$ cat src/rtl/uart_pkg.sv
// Shared types and bit-timing helpers for the Arduino UART receiver.
package uart_pkg;

    typedef enum logic [2:0] {
        IDLE,
        START,
        DATA,
        STOP,
        RECOVER
    } state_t;

    function automatic int clksPerBit(input int clkFreq, input int baud);
        return clkFreq / baud;
    endfunction

    // Keep at least one bit so tiny bit periods still give a legal vector.
    function automatic int cntWidth(input int cpb);
        return (cpb > 1) ? $clog2(cpb) : 1;
    endfunction

endpackage

$ cat src/rtl/sync_2ff.sv
// Two-flop synchronizer for an idle-high asynchronous input.
module sync_2ff (
    input  logic clk,
    input  logic rst,
    input  logic d_i,
    output logic q_o
);

    logic meta_q;
    logic sync_q;

    always_ff @(posedge clk or posedge rst) begin
        if (rst) begin
            meta_q <= 1'b1;
            sync_q <= 1'b1;
        end else begin
            meta_q <= d_i;
            sync_q <= meta_q;
        end
    end

    assign q_o = sync_q;

endmodule

$ cat src/rtl/arduino_uart_rx.sv
// 8N1 UART receiver holding the last good command byte from an Arduino.
module arduino_uart_rx
    import uart_pkg::*;
#(
    parameter int          CLK_FREQ  = 50_000_000,
    parameter int          BAUD      = 9600,
    parameter logic [7:0]  RESET_CMD = 8'hAA
) (
    input  logic       clk,
    input  logic       rst,
    input  logic       uart_rx,
    output logic [7:0] arduino_command,
    output logic       cmd_valid,
    output logic       frame_err,
    output logic       busy
);

    localparam int CLKS_PER_BIT = clksPerBit(CLK_FREQ, BAUD);
    localparam int HALF_BIT     = CLKS_PER_BIT / 2;
    localparam int CNT_W        = cntWidth(CLKS_PER_BIT);
    localparam logic [CNT_W-1:0] BIT_END  = CNT_W'(CLKS_PER_BIT - 1);
    localparam logic [CNT_W-1:0] HALF_END = CNT_W'(HALF_BIT - 1);

    logic             rxSync;
    logic             rxPrev_q;
    state_t           state_q;
    logic [CNT_W-1:0] clkCnt_q;
    logic [2:0]       bitIdx_q;
    logic [7:0]       shiftReg_q;
    logic [7:0]       cmd_q;
    logic             cmdValid_q;
    logic             frameErr_q;

    sync_2ff uSync (
        .clk (clk),
        .rst (rst),
        .d_i (uart_rx),
        .q_o (rxSync)
    );

    always_ff @(posedge clk or posedge rst) begin
        if (rst) begin
            state_q    <= IDLE;
            rxPrev_q   <= 1'b1;
            clkCnt_q   <= '0;
            bitIdx_q   <= '0;
            shiftReg_q <= '0;
            cmd_q      <= RESET_CMD;
            cmdValid_q <= 1'b0;
            frameErr_q <= 1'b0;
        end else begin
            rxPrev_q   <= rxSync;
            cmdValid_q <= 1'b0;
            frameErr_q <= 1'b0;
            case (state_q)
                IDLE: begin
                    if (rxPrev_q && !rxSync) begin
                        state_q  <= START;
                        clkCnt_q <= '0;
                    end
                end
                // A start bit that is high again at mid-bit was only a glitch.
                START: begin
                    if (clkCnt_q == HALF_END) begin
                        clkCnt_q <= '0;
                        bitIdx_q <= '0;
                        state_q  <= rxSync ? IDLE : DATA;
                    end else begin
                        clkCnt_q <= clkCnt_q + 1'b1;
                    end
                end
                DATA: begin
                    if (clkCnt_q == BIT_END) begin
                        clkCnt_q   <= '0;
                        shiftReg_q <= {rxSync, shiftReg_q[7:1]};
                        bitIdx_q   <= bitIdx_q + 1'b1;
                        if (bitIdx_q == 3'd7) begin
                            state_q <= STOP;
                        end
                    end else begin
                        clkCnt_q <= clkCnt_q + 1'b1;
                    end
                end
                STOP: begin
                    if (clkCnt_q == BIT_END) begin
                        clkCnt_q <= '0;
                        if (rxSync) begin
                            cmd_q      <= shiftReg_q;
                            cmdValid_q <= 1'b1;
                            state_q    <= IDLE;
                        end else begin
                            frameErr_q <= 1'b1;
                            state_q    <= RECOVER;
                        end
                    end else begin
                        clkCnt_q <= clkCnt_q + 1'b1;
                    end
                end
                // A held-low line (break) must not be mistaken for a new start bit.
                RECOVER: begin
                    if (rxSync) begin
                        state_q <= IDLE;
                    end
                end
                default: state_q <= IDLE;
            endcase
        end
    end

    assign arduino_command = cmd_q;
    assign cmd_valid       = cmdValid_q;
    assign frame_err       = frameErr_q;
    assign busy            = (state_q != IDLE);

endmodule

$ cat config.mk
export PLATFORM = sky130hd
export DESIGN_NAME = arduino_uart_rx
export DESIGN_NICKNAME = d
export VERILOG_FILES = /design/src/rtl/uart_pkg.sv /design/src/rtl/sync_2ff.sv /design/src/rtl/arduino_uart_rx.sv
export SDC_FILE = /design/constraint.sdc
export NUM_CORES = 1
export LEC_CHECK = 0
export CAP_MARGIN = 30
export CORE_ASPECT_RATIO = 0.8
export CORE_MARGIN = 3
export CORE_UTILIZATION = 52
export DETAILED_ROUTE_END_ITERATION = 7
export GPL_TIMING_DRIVEN = 0
export PLACE_DENSITY_LB_ADDON = 0.2
export SYNTH_ARGS = -nofsm -noshare
export SYNTH_HDL_FRONTEND = slang
export SYNTH_HIERARCHICAL = 1
export SYNTH_SLANG_ARGS = --single-unit
$ cat constraint.sdc
create_clock -name clk -period 2.6 [get_ports clk]
set_input_delay 0.52 -clock clk [delete_from_list [all_inputs] [get_ports clk]]
set_output_delay 0.52 -clock clk [all_outputs]
set_load 0.01 [all_outputs]
Word-level counts from Yosys, hierarchy flattened
Cells that the tools add are included.
{ "op_classes": {"n_eq_ne": 13, "muxes": 22, "n_reduce_logical": 12, "addsub": 2} }
{ "op_table": {"columns": ["operator", "n"], "rows": [
  ["13-bit 2-to-1 mux", 3],
  ["13-bit one-hot mux with 3 select lines", 1],
  ["3-bit 2-to-1 mux", 9],
  ["3-bit one-hot mux with 5 select lines", 1],
  ["13-bit by 1-bit adder with 13-bit output, second input constant", 1],
  ["13-bit by 12-bit == test with 1-bit output, second input constant", 1],
  ["13-bit == test, second input constant", 1],
  ["2-bit inequality test, second input constant", 5],
  ["3-bit by 2-bit == test with 1-bit output, second input constant", 2],
  ["3-bit == test, second input constant", 2],
  ["1-bit 2-to-1 mux", 6],
  ["3-bit one-hot mux with 2 select lines", 1],
  ["3-bit AND reduction", 2],
  ["6-bit AND reduction", 1],
  ["3-bit nonzero test", 2],
  ["2-bit AND reduction", 2],
  ["3-bit by 1-bit adder with 3-bit output, second input constant", 1],
  ["3-bit by 1-bit == test with 1-bit output, second input constant", 1],
  ["3-bit zero test", 1],
  ["2-bit 2-to-1 mux", 1],
  ["2-bit by 1-bit inequality test with 1-bit output, second input constant", 1],
  ["2-bit nonzero test", 1],
  ["2-bit OR reduction", 1],
  ["1-bit logical AND", 1],
  ["1-bit zero test", 1]
]} }
{ "totals": {"register_bits": 40, "out_inout_bits": 11, "elab_cells": 59, "input_bits": 3} }

Longest topological paths before layout
Gate-level depths: netlist of the first run.
{ "depth": {"depth_word": 4, "mapped_depth": 7, "ltp_nobuf": 6} }

Hierarchy
The synthesis of the first run kept the hierarchy.
{ "by_module_without_submodules": {"columns": ["module", "seq_area_each_um2", "n_inst", "cells_each", "area_per_inst_um2"], "rows": [
  ["arduino_uart_rx", 957.2, 1, 152, 1840.5],
  ["sync_2ff", 52.6, 1, 3, 56.3]
]} }

Worst setup path before layout of the first run
No wires, ideal clock.
{ "synth_path": {"path_type": "flip-flop to flip-flop", "from": "register clkCnt_q[0]", "to": "register shiftReg_q[0]", "arrival_ns": 1.697, "path_stages_with_launch": 7, "path_slack_ns": 0.775, "t_required_ns": 2.472, "period_less_slack_ns": 1.825, "path_buffers": 1, "path_cell_list": "dfrtp_1 ha_1 and4bb_1 nand4_4 nor3b_2 buf_4 mux2_1"} }
{ "synth_via": {"elab_chain_len": 2} }
{ "synth_lines": {"columns": ["element", "line", "rtl"], "rows": [
  ["from (decl)", "arduino_uart_rx.sv:27", "logic [CNT_W-1:0] clkCnt_q;"],
  ["from (signal assigned)", "arduino_uart_rx.sv:69", "clkCnt_q <= clkCnt_q + 1'b1;"],
  ["from (signal assigned)", "arduino_uart_rx.sv:81", "clkCnt_q <= clkCnt_q + 1'b1;"],
  ["from (signal assigned)", "arduino_uart_rx.sv:96", "clkCnt_q <= clkCnt_q + 1'b1;"],
  ["13-bit == test", "arduino_uart_rx.sv:73", "if (clkCnt_q == BIT_END) begin"],
  ["2-bit AND reduction (no source line)", null, null],
  ["to (signal assigned)", "arduino_uart_rx.sv:75", "shiftReg_q <= {rxSync, shiftReg_q[7:1]};"],
  ["to (decl)", "arduino_uart_rx.sv:29", "logic [7:0] shiftReg_q;"]
]} }
Every way passes these cells.
A chain may end at the register's enable or synchronous reset.

Worst setup path after layout of the first run
{ "layout_path": {"from": "register state_q[0]", "to": "output busy"} }
{ "layout_via": {"elab_chain_len": 1} }
{ "layout_lines": {"columns": ["element", "line", "rtl"], "rows": [
  ["from (decl)", "arduino_uart_rx.sv:26", "state_t state_q;"],
  ["from (signal assigned)", "arduino_uart_rx.sv:67", "state_q <= rxSync ? IDLE : DATA;"],
  ["3-bit nonzero test", "arduino_uart_rx.sv:113", "assign busy = (state_q != IDLE);"],
  ["to (decl)", "arduino_uart_rx.sv:15", "output logic busy"]
]} }
Every way passes these cells.

==> impl_results.md, run 1 <==
- LEAKAGE: 1.019 nW
- Syn Inst Count: 155
- Antenna viol nets, final: 0
- Cts hold-fix bufs: 0
- Root buffer cell: clkbuf_8
- Top cell type's share of synthesized area: 43.54%
- Vias in the first global route: 1273
- Via count: 1301
- Fin crit period: 2.142 ns
- Port bufs: 13
- Final setup TNS: 0 ns
- Synth area leaders: dfrtp_1 44%, dfstp_2 9.7%, mux2_4 6.3%
- EDFF count, synth: 0
- Syn_area_per_cell: 12.24 µm²
- Nature of the critical path startpoint: flop
- Die W: 73.53 µm
- CP required: 2.08 ns
- Post-CTS setup buffers: 0
- Routed len/inst: 16.29 µm
- Skew final: 0.005934 ns
- CP endpoint kind: output pin
- Crit-path max FO: 9
- CTS tree: done
- Cts repair resizes: 0
- Multi-input logic area: 844.6 µm²
- Register area share after synthesis: 53.23%
- Total grt overflow: 0
- Filler cell count in the final layout: 237
- Antenna violations before repair: 0
- Layout cell share with drive strength beyond 1: 20.34%
- Final setup viols: 0
- Reg area: 0.001010 mm²
- Detailed Route WL: 3.534 mm
- Crit path largest cell delay: 0.48 ns
- Status: completed
- CP bufs+invs: 2
- Slew Viols, Final: 0
- Worst Hold Class: flop to flop
- Clk sinks: 40
- Diodes inserted: 0
- Post-DP HPWL: 2.560 mm
- Power, Total: 0.001565 W
- WS Path Type: flop to output pin
- CTS HTree Levels: 2
- DRT iter0 DRCs: 77
- Yosys top cell by area: dfrtp_1
- DR vias/cell: 5.995
- Fmax achieved: 466.8 MHz
- Synth Cell Area: 0.001897 mm²
- Max IR drop VDD: 0.4201 mV
- Slowest CP cell: clkdlybuf4s50_1
- Core Footprint: 0.003288 mm²
- Worst-path cell chain: buf_2 -> or3_1 -> clkdlybuf4s50_1
- Syn nets: 161
- PD cells: 713.1 mW/mm²
- Clk Latency, worst-skew pair: 0.30 ns
- # IOs: 14
- Worst-Margin Slew: 0.7712 ns
- Unrepaired setup endpoints after global routing: no
- Pin count of the biggest net entering global routing: 26
- Area growth from synthesis to layout: 15.70%
- Die area: 0.004413 mm²
- DR DRC count: 0
- #FFs+latches synth: 40
- Max-cap violations: 0
- Clock Pin Slew Worst Setup and Hold Paths: 0.08 ns
- Gr usage total: 18.91%
- Final hold vios: 0
- # rows: 18
- Die height: 60.02 µm
- Placer congestion estimate: 0.9079
- Yosys Warn Count: 6
- First-pass GRT wire length: 6.127 mm
- Slew HR: 48.59%
- Post-synth top flop: dfrtp_1
- Total Nets Final: 182
- Tcrit/Tclk final: 82.39%
- CTS buffer count: 5
- CP arrival: 1.62 ns
- Maximum clock insertion buffer count: 2
- Detailed Routing Iterations Pass 1: 4
- Delay-heaviest family, CP: buffers and inverters
- Post-synthesis cell type count: 41
- Ys async rst share: 100.0%
- Initial Util: 57.69%
## synth_stat cells, types with 2 or more instances
| cell type | instances |
|---|---|
| mux2_4 | 8 |
| a21o_1 | 2 |
| nor3_1 | 4 |
| buf_4 | 2 |
| nand3_1 | 13 |
| a21oi_1 | 6 |
| nor2_1 | 5 |
| mux2_1 | 8 |
| dfstp_2 | 7 |
| nand2_1 | 11 |
| a41oi_1 | 2 |
| or3_1 | 4 |
| nor3b_2 | 2 |
| ha_1 | 3 |
| dfrtp_1 | 33 |
| a22o_1 | 6 |
| o21ai_1 | 6 |
| and2b_1 | 2 |
| and4bb_1 | 3 |
| a31oi_1 | 3 |
| inv_1 | 5 |
## per-stage QoR
stage          setup WS (ns)  cells  hold WS (ns)  util [%]  cell area, µm²
4_1_cts               0.4382    217        0.3632     66.74            2195
3_5_place_dp          0.5332    209        0.3512     64.00            2105
5_1_grt               0.4013    217        0.3663     66.74            2195
3_3_place_gp          0.4433    208        0.3454     63.17            2077
6_report              0.4579    217        0.3676     66.74            2195
2_1_floorplan         0.7754    155        0.3452         -            1897
## layout by cell type, fill, tap and decap left out, types with 2 or more instances in the layout
| cell type | count |
|---|---|
| and2b_1 | 2 |
| a21oi_1 | 6 |
| or3_1 | 4 |
| mux2_4 | 8 |
| and4bb_1 | 3 |
| nand3_1 | 13 |
| o21ai_1 | 6 |
| nor2_1 | 5 |
| a41oi_1 | 2 |
| dfstp_2 | 7 |
| clkbuf_8 | 6 |
| nor3b_2 | 2 |
| clkbuf_1 | 2 |
| nor3_1 | 4 |
| nand2_1 | 11 |
| a22o_1 | 6 |
| mux2_1 | 8 |
| buf_4 | 2 |
| a31oi_1 | 3 |
| a21o_1 | 2 |
| clkdlybuf4s50_1 | 13 |
| dfrtp_1 | 33 |
| inv_1 | 5 |
| ha_1 | 3 |
## per-layer routing
| metal | GRT usage (%) | up-vias | part of all wire [%] |
|---|---|---|---|
| met5 | 0 | - | 0 |
| met4 | 10.34 | 0 | 2.3 |
| met3 | 4.538 | 8 | 4.7 |
| met2 | 27.53 | 32 | 44 |
| met1 | 26.06 | 641 | 49 |
| li1 | - | 620 | - |
## state kept, by name, indices dropped and copies added (netlist names)
name / flops
clkCnt_q: 13
arduino_command: 8
shiftReg_q: 8
bitIdx_q: 3
state_q: 3
cmd_valid: 1
frame_err: 1
rxPrev_q: 1
uSync/meta_q: 1
uSync/q_o: 1
## cells by family after synthesis
logic type	Yosys count	share of synthesized area [%]
AND/OR/NAND/NOR	55	19.46
flip-flops	40	53.23
AO/OA/AOI/OAI	31	11.41
multiplexers	17	11.68
buffers and inverters	9	2.242
adder cells (fa/ha/maj)	3	1.979
## final timing paths
| check | start | to | slack (ns) | depth (start not counted) |
|---|---|---|---|---|
| setup / recovery | state_q[0] | busy | 0.46 | 3 |
| hold / removal | uSync/meta_q | uSync/q_o | 0.37 | 0 |
| setup reg to reg | clkCnt_q[0] | shiftReg_q[3] | 0.51 | 6 |
| hold reg to reg | uSync/meta_q | uSync/q_o | 0.37 | 0 |
| max in group asynchronous | rst | arduino_command[1] | 1.35 | 3 |
| min in group asynchronous | rst | uSync/meta_q | 0.58 | 2 |
## report_power, final
part	internal [W]	total, W	switching [W]
combinational	0.000166	0.000433	0.000267
sequential	0.000664	0.000704	0.0000404
clock	0.000216	0.000428	0.000211
## final cells by class
| type | count | area share [%] |
|---|---|---|
| sequential | 40 | 46.01 |
| multi-input combinational | 106 | 38.48 |
| timing repair buffer | 14 | 7.184 |
| clock buffer | 8 | 4.105 |
| tap | 40 | 2.281 |
| inverter | 6 | 1.026 |
| buffer | 3 | 0.9122 |
Note: power is estimated with default switching activity, not from simulation.
==> inputs of run 2 (changes only) <==
==> constraint.sdc (replaced) <==
create_clock -name clk -period 2.1 [get_ports clk]
set_input_delay 0.42 -clock clk [delete_from_list [all_inputs] [get_ports clk]]
set_output_delay 0.42 -clock clk [all_outputs]
set_load 0.01 [all_outputs]
==> run 2 against run 1 <==
Compared with the run above: flip-flop and latch count did not move; sequential power rose by 24%; largest cell class unchanged; final area rose by 0.97%; first-iteration DRC count rose by 14%; register-to-register slack got worse by 0.43 ns; routed wire length rose by 1.8%; critical endpoint is now arduino_command[2]; critical path depth rose by 3; combinational power rose by 31%.
==> impl_results.md, run 2 (synthesis results as in run 1) <==
- CTS tree: done
- Int Pwr: 0.001316 W (+26%)
- Commonest non-fill, non-tap cells in the layout: 33 x dfrtp_1, 13 x nand3_1, 12 x clkdlybuf4s50_1, 11 x nand2_1
- Detailed Route WL: 3.598 mm (+1.8%)
- First-pass GRT wire length: 6.127 mm (unchanged)
- Area growth from synthesis to layout: 16.82%
- Crit path largest cell delay: 0.41 ns (-0.07 ns)
- Worst-Margin Slew: 0.7518 ns (-0.01940 ns)
- Final hold vios: 0 (unchanged)
- Die area: 0.004413 mm² (unchanged)
- Fin crit period: 2.021 ns
- Post-DP HPWL: 2.560 mm (unchanged)
- DR vias/cell: 6.037 (+0.69%)
- CTS buffer count: 5 (unchanged)
- Worst-path cell chain: ha_1 -> and4bb_1 -> and4_4 -> nand3_4 -> nor2_8 -> mux2_4
- Worst R2R End: arduino_command[2]
- Hold path startpoint: uSync/meta_q
- FF-to-FF path depth: 6 (unchanged)
- Max-cap violations: 0 (unchanged)
- Power share of the clock group: 27.0% (-0.3 points)
- CTS HTree Levels: 2 (unchanged)
- Clk Latency, worst-skew pair: 0.30 ns (about the same)
- Via count: 1316 (+1.2%)
- Total grt overflow: 0 (unchanged)
- Largest register FFs: 13 (unchanged)
- # IOs: 14 (unchanged)
- CP endpoint kind: flop
- Gr usage total: 18.91% (unchanged)
- Reg area: 0.001010 mm² (unchanged)
- Max IR drop VDD: 0.5206 mV (+24%)
- Initial Util: 57.69% (unchanged)
- Antenna viol nets, final: 0 (unchanged)
- Commonest non-fill, non-tap cell in the layout: dfrtp_1
- Vias in the first global route: 1273 (unchanged)
- Nature of the critical path startpoint: flop
- Final setup TNS: 0 ns (unchanged)
- Flop pwr share: 44.2% (-0.8 points)
- Clk sinks: 40 (unchanged)
- PD cells: 890.3 mW/mm² (+25%)
- Delay-heaviest family, CP: simple AND/OR/NAND/NOR gates
- Detailed Routing Iterations Pass 1: 4 (unchanged)
- CP arrival: 2.20 ns (+0.58 ns)
- Root buffer cell: clkbuf_8
- Slowest CP cell: dfrtp_1
- Worst Hold Class: flop to flop
- Total Nets Final: 183 (+0.55%)
- Pin count of the biggest net entering global routing: 26 (unchanged)
- Unrepaired setup endpoints after global routing: yes
- Skew final: 0.006190 ns (+0.0002557 ns)
- Status: completed
- Area after DPL: 0.002105 mm² (unchanged)
- Die W: 73.53 µm (unchanged)
- Maximum clock insertion buffer count: 2 (unchanged)
- Antenna violations before repair: 0 (unchanged)
- CP bufs+invs: 0 (-2)
- Slew Viols, Final: 0 (unchanged)
- WS Path Type: flop to flop
- Placer congestion estimate: 0.9079 (unchanged)
- WHS Endpoint: uSync/q_o
- Switch Pwr: 0.0006573 W (+27%)
- Setup slack, reg-to-reg: 0.08 ns (-0.43 ns)
- Die height: 60.02 µm (unchanged)
- Hold depth: 0 (unchanged)
- # rows: 18 (unchanged)
- Top reg by flops: clkCnt_q
- Clock Pin Slew Worst Setup and Hold Paths: 0.08 ns (about the same)
- Reg2Reg Launch Point: clkCnt_q[0]
- Part of the power in combinational logic: 28.8% (+1.1 points)
- Cts hold-fix bufs: 0 (unchanged)
- Tcrit/Tclk final: 96.23%
- Multi-input logic area: 852.1 µm² (+0.89%)
- Fin area: 0.002216 mm² (+0.97%)
- CP required: 2.28 ns (+0.20 ns)
- Slew HR: 49.88% (+1.3 points)
- Crit-path max FO: 9 (unchanged)
- Layout cell share with drive strength beyond 1: 21.35% (+1.0 points)
- Routed len/inst: 16.50 µm (+1.3%)
- Port bufs: 13 (unchanged)
- Sw frac: 33.32% (+0.16 points)
- Filler cell count in the final layout: 236 (-0.42%)
- Diodes inserted: 0 (unchanged)
- Fmax achieved: 494.9 MHz
- DRT iter0 DRCs: 88 (+14%)
- Core Footprint: 0.003288 mm² (unchanged)
- LEAKAGE: 1.043 nW (+2.3%)
- Final setup viols: 0 (unchanged)
- DR DRC count: 0 (unchanged)
run 2: cell types whose count changed in the layout (fill, tap and decap cells not counted):
cell / previous run / this run
buf_6: 0 / 1
clkdlybuf4s50_1: 13 / 12
a22o_1: 6 / 5
nor3b_4: 0 / 1
a22o_2: 0 / 1
nor3b_2: 2 / 1
dlymetal6s2s_1: 0 / 1
run 2: repair_timing:
action                                  4_1_cts  5_1_grt
endpoints found under the setup margin        0       10
buffers inserted                              0        1
gates resized for setup                       0        4
run 2: routing by layer:
metal | track usage (%) | wire [µm] | vias to the layer above
met1 | 26.06 | 1765 | 655
met2 | 27.53 | 1584 | 31
met4 | 10.34 | 83 | 0
met5 | 0 | 0 | -
met3 | 4.538 | 165 | 8
li1 | - | - | 622
run 2: layout make-up:
type,instances,share of cell area (%)
Tap cell,40,2.259
Buffer,3,1.073
Clock buffer,8,4.065
Sequential cell,40,45.57
Inverter,6,1.016
Multi-Input combinational cell,106,38.45
Timing Repair Buffer,15,7.566
run 2: through the flow:
stage | power, W | util (%) | setup WS, ns | std cells | hold WS (ns)
2_1_floorplan | 0.001268 | - | 0.2754 | 155 | 0.3315
3_3_place_gp | 0.001394 | 63.17 | 0.04326 | 208 | 0.3454
3_5_place_dp | 0.001424 | 64.00 | 0.03321 | 209 | 0.3512
4_1_cts | 0.001951 | 66.74 | 0.01864 | 217 | 0.3632
5_1_grt | 0.002083 | 67.39 | -0.003954 | 218 | 0.3663
6_report | 0.001973 | 67.39 | 0.07919 | 218 | 0.3679
run 2: power by group through the flow:
stage	Combinational, W	Clock (W)	Sequential (W)
2_1_floorplan	0.000396	0	0.000872
3_3_place_gp	0.000514	0	0.000880
3_5_place_dp	0.000540	0	0.000884
4_1_cts	0.000541	0.000540	0.000870
5_1_grt	0.000626	0.000579	0.000879
6_report	0.000568	0.000533	0.000872
run 2: how the worst max path moves through the flow:
stage                          to  slack [ns]         from  cells after the start
2_1_floorplan       shiftReg_q[0]        0.28  clkCnt_q[0]                      6
3_3_place_gp           state_q[0]        0.04          rst                      2
3_5_place_dp        shiftReg_q[3]        0.03  clkCnt_q[0]                      6
4_1_cts             shiftReg_q[3]        0.02  clkCnt_q[0]                      6
5_1_grt              clkCnt_q[10]      -0.004  clkCnt_q[0]                      7
6_report       arduino_command[2]        0.08  clkCnt_q[0]                      6
